`src/rtl/ahb_slave_regfile.sv`:
```
// ---------------------------------------------------------------------------
// ahb_slave_regfile
//
// AHB-Lite slave exposing NUM_REGS word registers, with an optional fixed
// number of data-phase wait states per transfer.
//
// The register index is HADDR[6:2], so the array holds at most 32 words.
// A transfer is legal when its index is below NUM_REGS and HSIZE is 3'b010.
// Byte offset HADDR[1:0], HBURST and HPROT are ignored.
//
// Build option:
//   AHB_REGFILE_ERROR_RESP_EN  defined   -> illegal transfers get a two-cycle
//                                           ERROR response (ERR1, ERR2).
//                              undefined -> illegal transfers use normal
//                                           OKAY timing; writes are dropped
//                                           and reads return zero.
//
// Parameters:
//   ADDRESSWIDTH  HADDR width (must be at least 8)
//   DATAWIDTH     data and register width
//   NUM_REGS      number of implemented registers, 1..32
//   WAIT_STATES   data-phase wait cycles per transfer, 0..15
//
// Ports:
//   clk       in   clock, rising edge
//   reset_n   in   synchronous active-low reset
//   HSEL      in   slave select
//   HADDR     in   byte address
//   HWRITE    in   1 = write, 0 = read
//   HTRANS    in   00 IDLE, 01 BUSY, 10 NONSEQ, 11 SEQ
//   HSIZE     in   transfer size, only word (010) is legal
//   HBURST    in   ignored
//   HPROT     in   ignored
//   HWDATA    in   write data, valid in the data phase
//   HREADYIN  in   bus ready, gates address-phase sampling
//   HREADY    out  slave ready, low stalls the data phase
//   HRESP     out  00 OKAY, 01 ERROR
//   HRDATA    out  read data, zero except in the final read data cycle
// ---------------------------------------------------------------------------
module ahb_slave_regfile #(
    parameter int ADDRESSWIDTH = 32,
    parameter int DATAWIDTH    = 32,
    parameter int NUM_REGS     = 32,
    parameter int WAIT_STATES  = 0
) (
    input  logic                    clk,
    input  logic                    reset_n,
    input  logic                    HSEL,
    input  logic [ADDRESSWIDTH-1:0] HADDR,
    input  logic                    HWRITE,
    input  logic [1:0]              HTRANS,
    input  logic [2:0]              HSIZE,
    input  logic [2:0]              HBURST,
    input  logic [3:0]              HPROT,
    input  logic [DATAWIDTH-1:0]    HWDATA,
    input  logic                    HREADYIN,
    output logic                    HREADY,
    output logic [1:0]              HRESP,
    output logic [DATAWIDTH-1:0]    HRDATA
);

    localparam int         MAX_REGS   = 32;
    localparam logic [5:0] NUM_REGS_L = 6'(NUM_REGS);
    localparam bit         USE_WAIT   = (WAIT_STATES > 0);
    // Counter load value: WAIT exits when the count reaches zero, so loading
    // WAIT_STATES-1 yields exactly WAIT_STATES stalled cycles.
    localparam logic [3:0] WAIT_LOAD  = (WAIT_STATES > 0) ? 4'(WAIT_STATES - 1) : 4'd0;

    localparam logic [1:0] RESP_OKAY  = 2'b00;
    localparam logic [1:0] RESP_ERROR = 2'b01;

`ifdef AHB_REGFILE_ERROR_RESP_EN
    typedef enum logic [2:0] {
        IDLE = 3'd0,
        WAIT = 3'd1,
        DONE = 3'd2,
        ERR1 = 3'd3,
        ERR2 = 3'd4
    } state_t;
`else
    typedef enum logic [2:0] {
        IDLE = 3'd0,
        WAIT = 3'd1,
        DONE = 3'd2
    } state_t;
`endif

    state_t               state_q;
    state_t               state_d;
    logic [3:0]           wait_cnt_q;
    logic [3:0]           wait_cnt_d;

    logic                 can_accept;
    logic                 accept_p0;
    logic [4:0]           idx_p0;
    logic                 legal_p0;

    logic [4:0]           idx_p1;
    logic                 write_p1;
    logic                 legal_p1;
    logic                 commit_p1;

    logic [DATAWIDTH-1:0] regs [0:MAX_REGS-1];

    logic                 unused_inputs;
    assign unused_inputs = ^{HADDR[ADDRESSWIDTH-1:7], HADDR[1:0], HTRANS[0], HBURST, HPROT};

    // ---- Address phase (p0) ------------------------------------------------
    // New address phases are only taken while this slave is driving HREADY
    // high, i.e. in the states that can overlap the next address phase.
    always_comb begin
        can_accept = 1'b0;
        case (state_q)
            IDLE:    can_accept = 1'b1;
            DONE:    can_accept = 1'b1;
`ifdef AHB_REGFILE_ERROR_RESP_EN
            ERR2:    can_accept = 1'b1;
`endif
            default: can_accept = 1'b0;
        endcase
    end

    assign accept_p0 = can_accept && HSEL && HREADYIN && HTRANS[1];
    assign idx_p0    = HADDR[6:2];
    assign legal_p0  = ({1'b0, idx_p0} < NUM_REGS_L) && (HSIZE == 3'b010);

    // ---- FSM next state ----------------------------------------------------
    always_comb begin
        state_d    = state_q;
        wait_cnt_d = wait_cnt_q;
        case (state_q)
            WAIT: begin
                if (wait_cnt_q == 4'd0) begin
                    state_d = DONE;
                end else begin
                    wait_cnt_d = wait_cnt_q - 4'd1;
                end
            end
`ifdef AHB_REGFILE_ERROR_RESP_EN
            ERR1: begin
                state_d = ERR2;
            end
`endif
            default: begin
                // IDLE, DONE and ERR2 share the same acceptance rule.
                if (accept_p0) begin
`ifdef AHB_REGFILE_ERROR_RESP_EN
                    if (!legal_p0) begin
                        state_d = ERR1;
                    end else if (USE_WAIT) begin
                        state_d    = WAIT;
                        wait_cnt_d = WAIT_LOAD;
                    end else begin
                        state_d = DONE;
                    end
`else
                    if (USE_WAIT) begin
                        state_d    = WAIT;
                        wait_cnt_d = WAIT_LOAD;
                    end else begin
                        state_d = DONE;
                    end
`endif
                end else begin
                    state_d = IDLE;
                end
            end
        endcase
    end

    // ---- Data phase (p1) ---------------------------------------------------
    always_ff @(posedge clk) begin
        if (!reset_n) begin
            state_q    <= IDLE;
            wait_cnt_q <= 4'd0;
            idx_p1     <= 5'd0;
            write_p1   <= 1'b0;
            legal_p1   <= 1'b0;
        end else begin
            state_q    <= state_d;
            wait_cnt_q <= wait_cnt_d;
            if (accept_p0) begin
                idx_p1   <= idx_p0;
                write_p1 <= HWRITE;
                legal_p1 <= legal_p0;
            end
        end
    end

    // Illegal transfers can only reach DONE when error responses are not
    // built in; the legality flag then drops the write.
    assign commit_p1 = (state_q == DONE) && write_p1 && legal_p1;

    // Entries at or above NUM_REGS are never written and stay zero.
    always_ff @(posedge clk) begin
        if (!reset_n) begin
            for (int i = 0; i < MAX_REGS; i++) begin
                regs[i] <= '0;
            end
        end else if (commit_p1) begin
            regs[idx_p1] <= HWDATA;
        end
    end

    // Outputs are forced to their idle values while reset is held so the bus
    // sees a quiet slave even before the first reset edge.
    always_comb begin
        HREADY = 1'b1;
        HRESP  = RESP_OKAY;
        HRDATA = '0;
        if (reset_n) begin
            case (state_q)
                WAIT: begin
                    HREADY = 1'b0;
                end
                DONE: begin
                    if (!write_p1 && legal_p1) begin
                        HRDATA = regs[idx_p1];
                    end
                end
`ifdef AHB_REGFILE_ERROR_RESP_EN
                ERR1: begin
                    HREADY = 1'b0;
                    HRESP  = RESP_ERROR;
                end
                ERR2: begin
                    HRESP = RESP_ERROR;
                end
`endif
                default: begin
                    HREADY = 1'b1;
                end
            endcase
        end
    end

endmodule

```
`config.mk`:
```
export PLATFORM = sky130hd
export DESIGN_NAME = ahb_slave_regfile
export DESIGN_NICKNAME = d
export VERILOG_FILES = /design/src/rtl/ahb_slave_regfile.sv
export SDC_FILE = /design/constraint.sdc
export NUM_CORES = 1
export LEC_CHECK = 0
export CAP_MARGIN = 20
export CORE_ASPECT_RATIO = 0.8
export CORE_MARGIN = 2
export CORE_UTILIZATION = 35
export DETAILED_ROUTE_END_ITERATION = 8
export DONT_BUFFER_PORTS = 1
export PLACE_DENSITY = 0.46
export RECOVER_POWER = 50
export SLEW_MARGIN = 20
export SYNTH_ARGS = -nofsm -noshare
export SYNTH_HDL_FRONTEND = slang
export SYNTH_SLANG_ARGS = --single-unit
```
`constraint.sdc`:
```
create_clock -name clk -period 12.6 [get_ports clk]
set_input_delay 2.52 -clock clk [delete_from_list [all_inputs] [get_ports clk]]
set_output_delay 2.52 -clock clk [all_outputs]
set_load 0.05 [all_outputs]
```
; Yosys cells after proc, flatten, opt, wreduce, memory -nomap -nowiden
; Memory sizes are Yosys's and may differ from the RTL's. A register that Yosys moved wholly into a read port is not among the register bits.
; Cells that the tools add are included.
[op_classes]
n_bitwise = 1
n_eq_ne = 4
reduce_logical = 12
muxes = 18
n_addsub = 1
[op_table]
columns = cell, count
row1 = 2-to-1 mux 32 bit, 4
row2 = OR reduction 32 bit, 1
row3 = 2-to-1 mux 5 bit, 3
row4 = 2-to-1 mux 1 bit, 8
row5 = "equality test 3 x 2 -> 1 bit, second input constant", 2
row6 = logical AND 1 bit, 6
row7 = 2-to-1 mux 3 bit, 2
row8 = logical NOT 4 bit, 1
row9 = "subtractor 4 x 1 -> 4 bit, second input constant", 1
row10 = "equality test 3 x 1 -> 1 bit, second input constant", 1
row11 = logical NOT 3 bit, 1
row12 = 2-to-1 mux 2 bit, 1
row13 = "!= test 2 bit, second input constant", 1
row14 = AND reduction 2 bit, 1
row15 = OR reduction 2 bit, 1
row16 = logical NOT 1 bit, 1
row17 = inverter 1 bit, 1
[word_totals]
register_bits = 14
memories = 1
ram_bits = 1024
out_inout_bits = 35
input_bits = 81
word_cells = 42
[mem_list]
columns = memory, words, width, read_ports, rd_ports_with_merged_regs, write_ports, line_no
row1 = regs, 32, 32, 1, 1, 32, 103  ; logic [DATAWIDTH-1:0] regs [0:MAX_REGS-1];

; Logic depth before layout (Yosys ltp)
[logic_depth]
word_depth = 8
ltp_mapped = 8
ltp_nobuf = 4

; Worst setup path before layout
; OpenSTA, ideal clock, no wires.
[synth_path]
path_type = input -> output
start = in reset_n
end = out HRDATA[10]
arrival_time_ns = 3.971
n_path_buf = 1
path_stages = 4
setup_slack_ns = 6.109
required_time_ns = 10.080
path_cell_list = nand4b_1 -> clkbuf_1 -> a221o_1 -> a31oi_1
[synth_via]
elab_chain_cells = 1
[synth_lines]
columns = element, line_no
row1 = "start, declared", 47  ; input logic reset_n,
row2 = 2-to-1 mux 32 bit, 211  ; if (reset_n) begin
row3 = "end, declared", 59  ; output logic [DATAWIDTH-1:0] HRDATA
; No other way between the ends.

==> reports/qor.yml <==
worst_setup_path:
  crit_family: "compound AO/OA/AOI/OAI gates"
  crit_arrival_ps: 4860
  r2r_cells: 5
  cpMaxStageDelayCell: "a31oi_2"
  worstPathMaxFanout: 97
  r2r_start: "write_p1$_SDFFE_PN0P_"
  worst-path-buf-inv: 2
  r2r_end: "regs[13][31]$_SDFFCE_PN0P_"
  crit_chain: "buf_12 -> buf_4 -> mux2i_1 -> a221oi_1 -> o21ai_0 -> a31oi_2"
  r2r_setup_slack_ps: 7010
  slowest_delay_ps: 880
  end_kind: "output pin"
  crit_type: "reg -> out"
  critical_path_required_ps: 10080
  start_kind: "register"
routing:
  via_count: 25910
  post_drt_wl_per_cell_um: 31.08
  drt-pass1-iter-count: 5
  finalWirelength_um: 148700
  dr.first_iter.drc_count: 2916
  vias_per_cell: 5.415
  antenna_left: 0
  route.detailed.drc: 0
power_and_ir_drop:
  p_seq_share_pct: 52.7
  p_sw_mw: 1.623
  p_total_mw: 7.456
  sw_frac_of_total_pct: 21.76
  leakage_nw: 17.66
  clkPwrFrac_pct: 42.9
  intPower_mw: 5.833
  ir_drop_v: 0.0001014
  p_per_area_nw_per_um2: 141.8
  power_frac_comb_pct: 4.3
placement:
  io_buffers: 0
  routabilityCongestion: 0.7556
  hpwl_um: 82460
clock_tree:
  post-cts-setup-buffer-count: 0
  cts_tree: "yes"
  cts_inserted_buffers: 114
  clkSlewWorstSetupHoldPaths_ps: 60
  insertion_delay_ps: 720
  htreeDepth: 3
  clock_path_buffers: 3
  postCtsResizedCells: 0
  cts.sinks: 1037
  ctsHoldBuffers: 0
  cts-root-buf: "clkbuf_16"
synth:
  yosys-top-cells-area: "edfxtp_1 (65%), and2_1 (14%), mux4_2 (11%)"
  seq_area_frac_synth_pct: 65.86
  ys_top_cells_by_count: "and2_1 (1026), edfxtp_1 (1024), mux4_2 (223), clkbuf_1 (202), mux2i_1 (128)"
  netlist_instances: 3007
  synth_most_common_cell: "and2_1"
  dominantRegCellSynth: "edfxtp_1"
  ys_types: 38
  async_reset_ff_share_pct: 0
  synth_top_area_share_pct: 65.31
  synth-seq-cells: 1037
  syn-cell-area_um2: 47080
  yosysTopAreaCell: "edfxtp_1"
  yosys_warnings: 0
  synth_edf_count: 1024
  syn_area_per_cell_um2: 15.66
global_routing:
  grt-ovfl-total: 0
  grt_use_total_pct: 21.52
  grt_pass1_wl_um: 207300
  grt_max_degree: 98
  grt_pass1_vias: 26780
  antenna_found_initial: 9
sta:
  tightest_slew_ps: 3862
  timing.fmax_mhz: 135.5
  whs_ps: 484.6
  final.period_utilization_pct: 58.59
  period_needed_ps: 7382
  setup_tns_ps: 0
  slew_headroom_pct: -160.2
  skew_ps: 18.89
  rsz0062_at_grt: "no"
  drv_slew: 1162
  hold_viol: 0
  finalSetupViolCount: 0
floorplanning:
  coreArea_um2: 133600
  die_y_um: 332.1
  pin_count: 116
  die_area_um2: 137500
  start_util_pct: 35.24
  fp.dieW_um: 414.1
  row_count: 120
worst_hold_path:
  min_path_cells: 2
  hold_end: "write_p1$_SDFFE_PN0P_"
  hold_path.class: "reg -> reg"
  min_from: "write_p1$_SDFFE_PN0P_"
cells_and_area:
  area_growth_pct: 11.72
  nets: 2994
  fin_util_pct: 39.36
  layout-drive-gt1-share_pct: 17.65
run_status:
  status: "finished with violations"
  violations: "max-capacitance violations, max-slew violations"
job:
  drv_cap: 41
-- layout make-up --
| cell class | count | area [µm²] |
|---|---|---|
| tap | 1769 | 2213 |
| antenna | 7 | 17.52 |
| clock buffer | 144 | 3029 |
| timing repair buffer | 98 | 690.7 |
| multi-input combinational | 1659 | 15120 |
| fill | 12240 | 81030 |
| sequential | 1037 | 31020 |
| inverter | 3 | 13.76 |
| clock inverter | 67 | 493.0 |
-- logic make-up (layout without fill, tap and decap cells) --
logic type | after synthesis | in the layout | synth area share (%)
AND/OR/NAND/NOR | 1113 | 1113 | 14.53
other | 2 | 10 | 0.01595
flip-flops | 1037 | 1037 | 65.86
AO/OA/AOI/OAI | 191 | 191 | 2.931
multiplexers | 352 | 352 | 13.44
buffers and inverters | 312 | 312 | 3.223
-- worst min-delay path, stage by stage (launching register included) --
cell	delay, ps
dfxtp_1	320
nand2_1	50
a21boi_0	60
-- how the worst max path moves through the flow --
stage / from / end / slack, ps / cells after the start
floorplan: reset_n / HRDATA[10] / 6110 / 4
global placement: reset_n / HRDATA[17] / 5710 / 4
detailed placement: reset_n / HRDATA[17] / 5720 / 4
CTS: register / HRDATA[10] / 5060 / 5
global route: register / HRDATA[10] / 4980 / 5
finish: register / HRDATA[0] / 5220 / 6
-- sequential cells by signal, indices dropped and copies added (netlist names), named ones only --
name and flops:
regs 1024, state_q 1, write_p1 1, idx_p1 5, legal_p1 1
-- through the flow --
stage	area (µm²)	setup slack, ps	std cells
floorplan	47090	6109	3008
global placement	49160	5708	4559
detailed placement	49250	5721	4563
CTS	52780	5058	4774
global route	52580	4975	4777
finish	52600	5218	4784
-- layer usage --
layer  part of all wire [%]  track usage [%]
met1                     44            30.24
met2                     47            34.93
met3                    7.0            3.926
met4                    2.0            4.536
met5                  0.027                0
-- cell usage in the layout, fill, tap and decap left out, types with 28 or more instances in the layout --
master and instances:
o21ai_4 28, clkbuf_16 117, nand2_1 30, mux4_2 223
and2_0 335, mux2i_1 128, a22oi_1 32, buf_4 56
a221o_1 32, clkbuf_1 63, clkinv_1 34, edfxtp_1 1024
and2_1 691
-- power groups by stage --
| stage | registers [mW] | clock network [mW] | logic (mW) |
|---|---|---|---|
| finish | 3.93 | 3.20 | 0.323 |
| global route | 3.94 | 3.39 | 0.339 |
| CTS | 3.93 | 3.27 | 0.330 |
| detailed placement | 4.00 | 0 | 0.330 |
| global placement | 3.99 | 0 | 0.327 |
| floorplan | 3.99 | 0 | 0.226 |
Power figures use the tool's default switching activity.
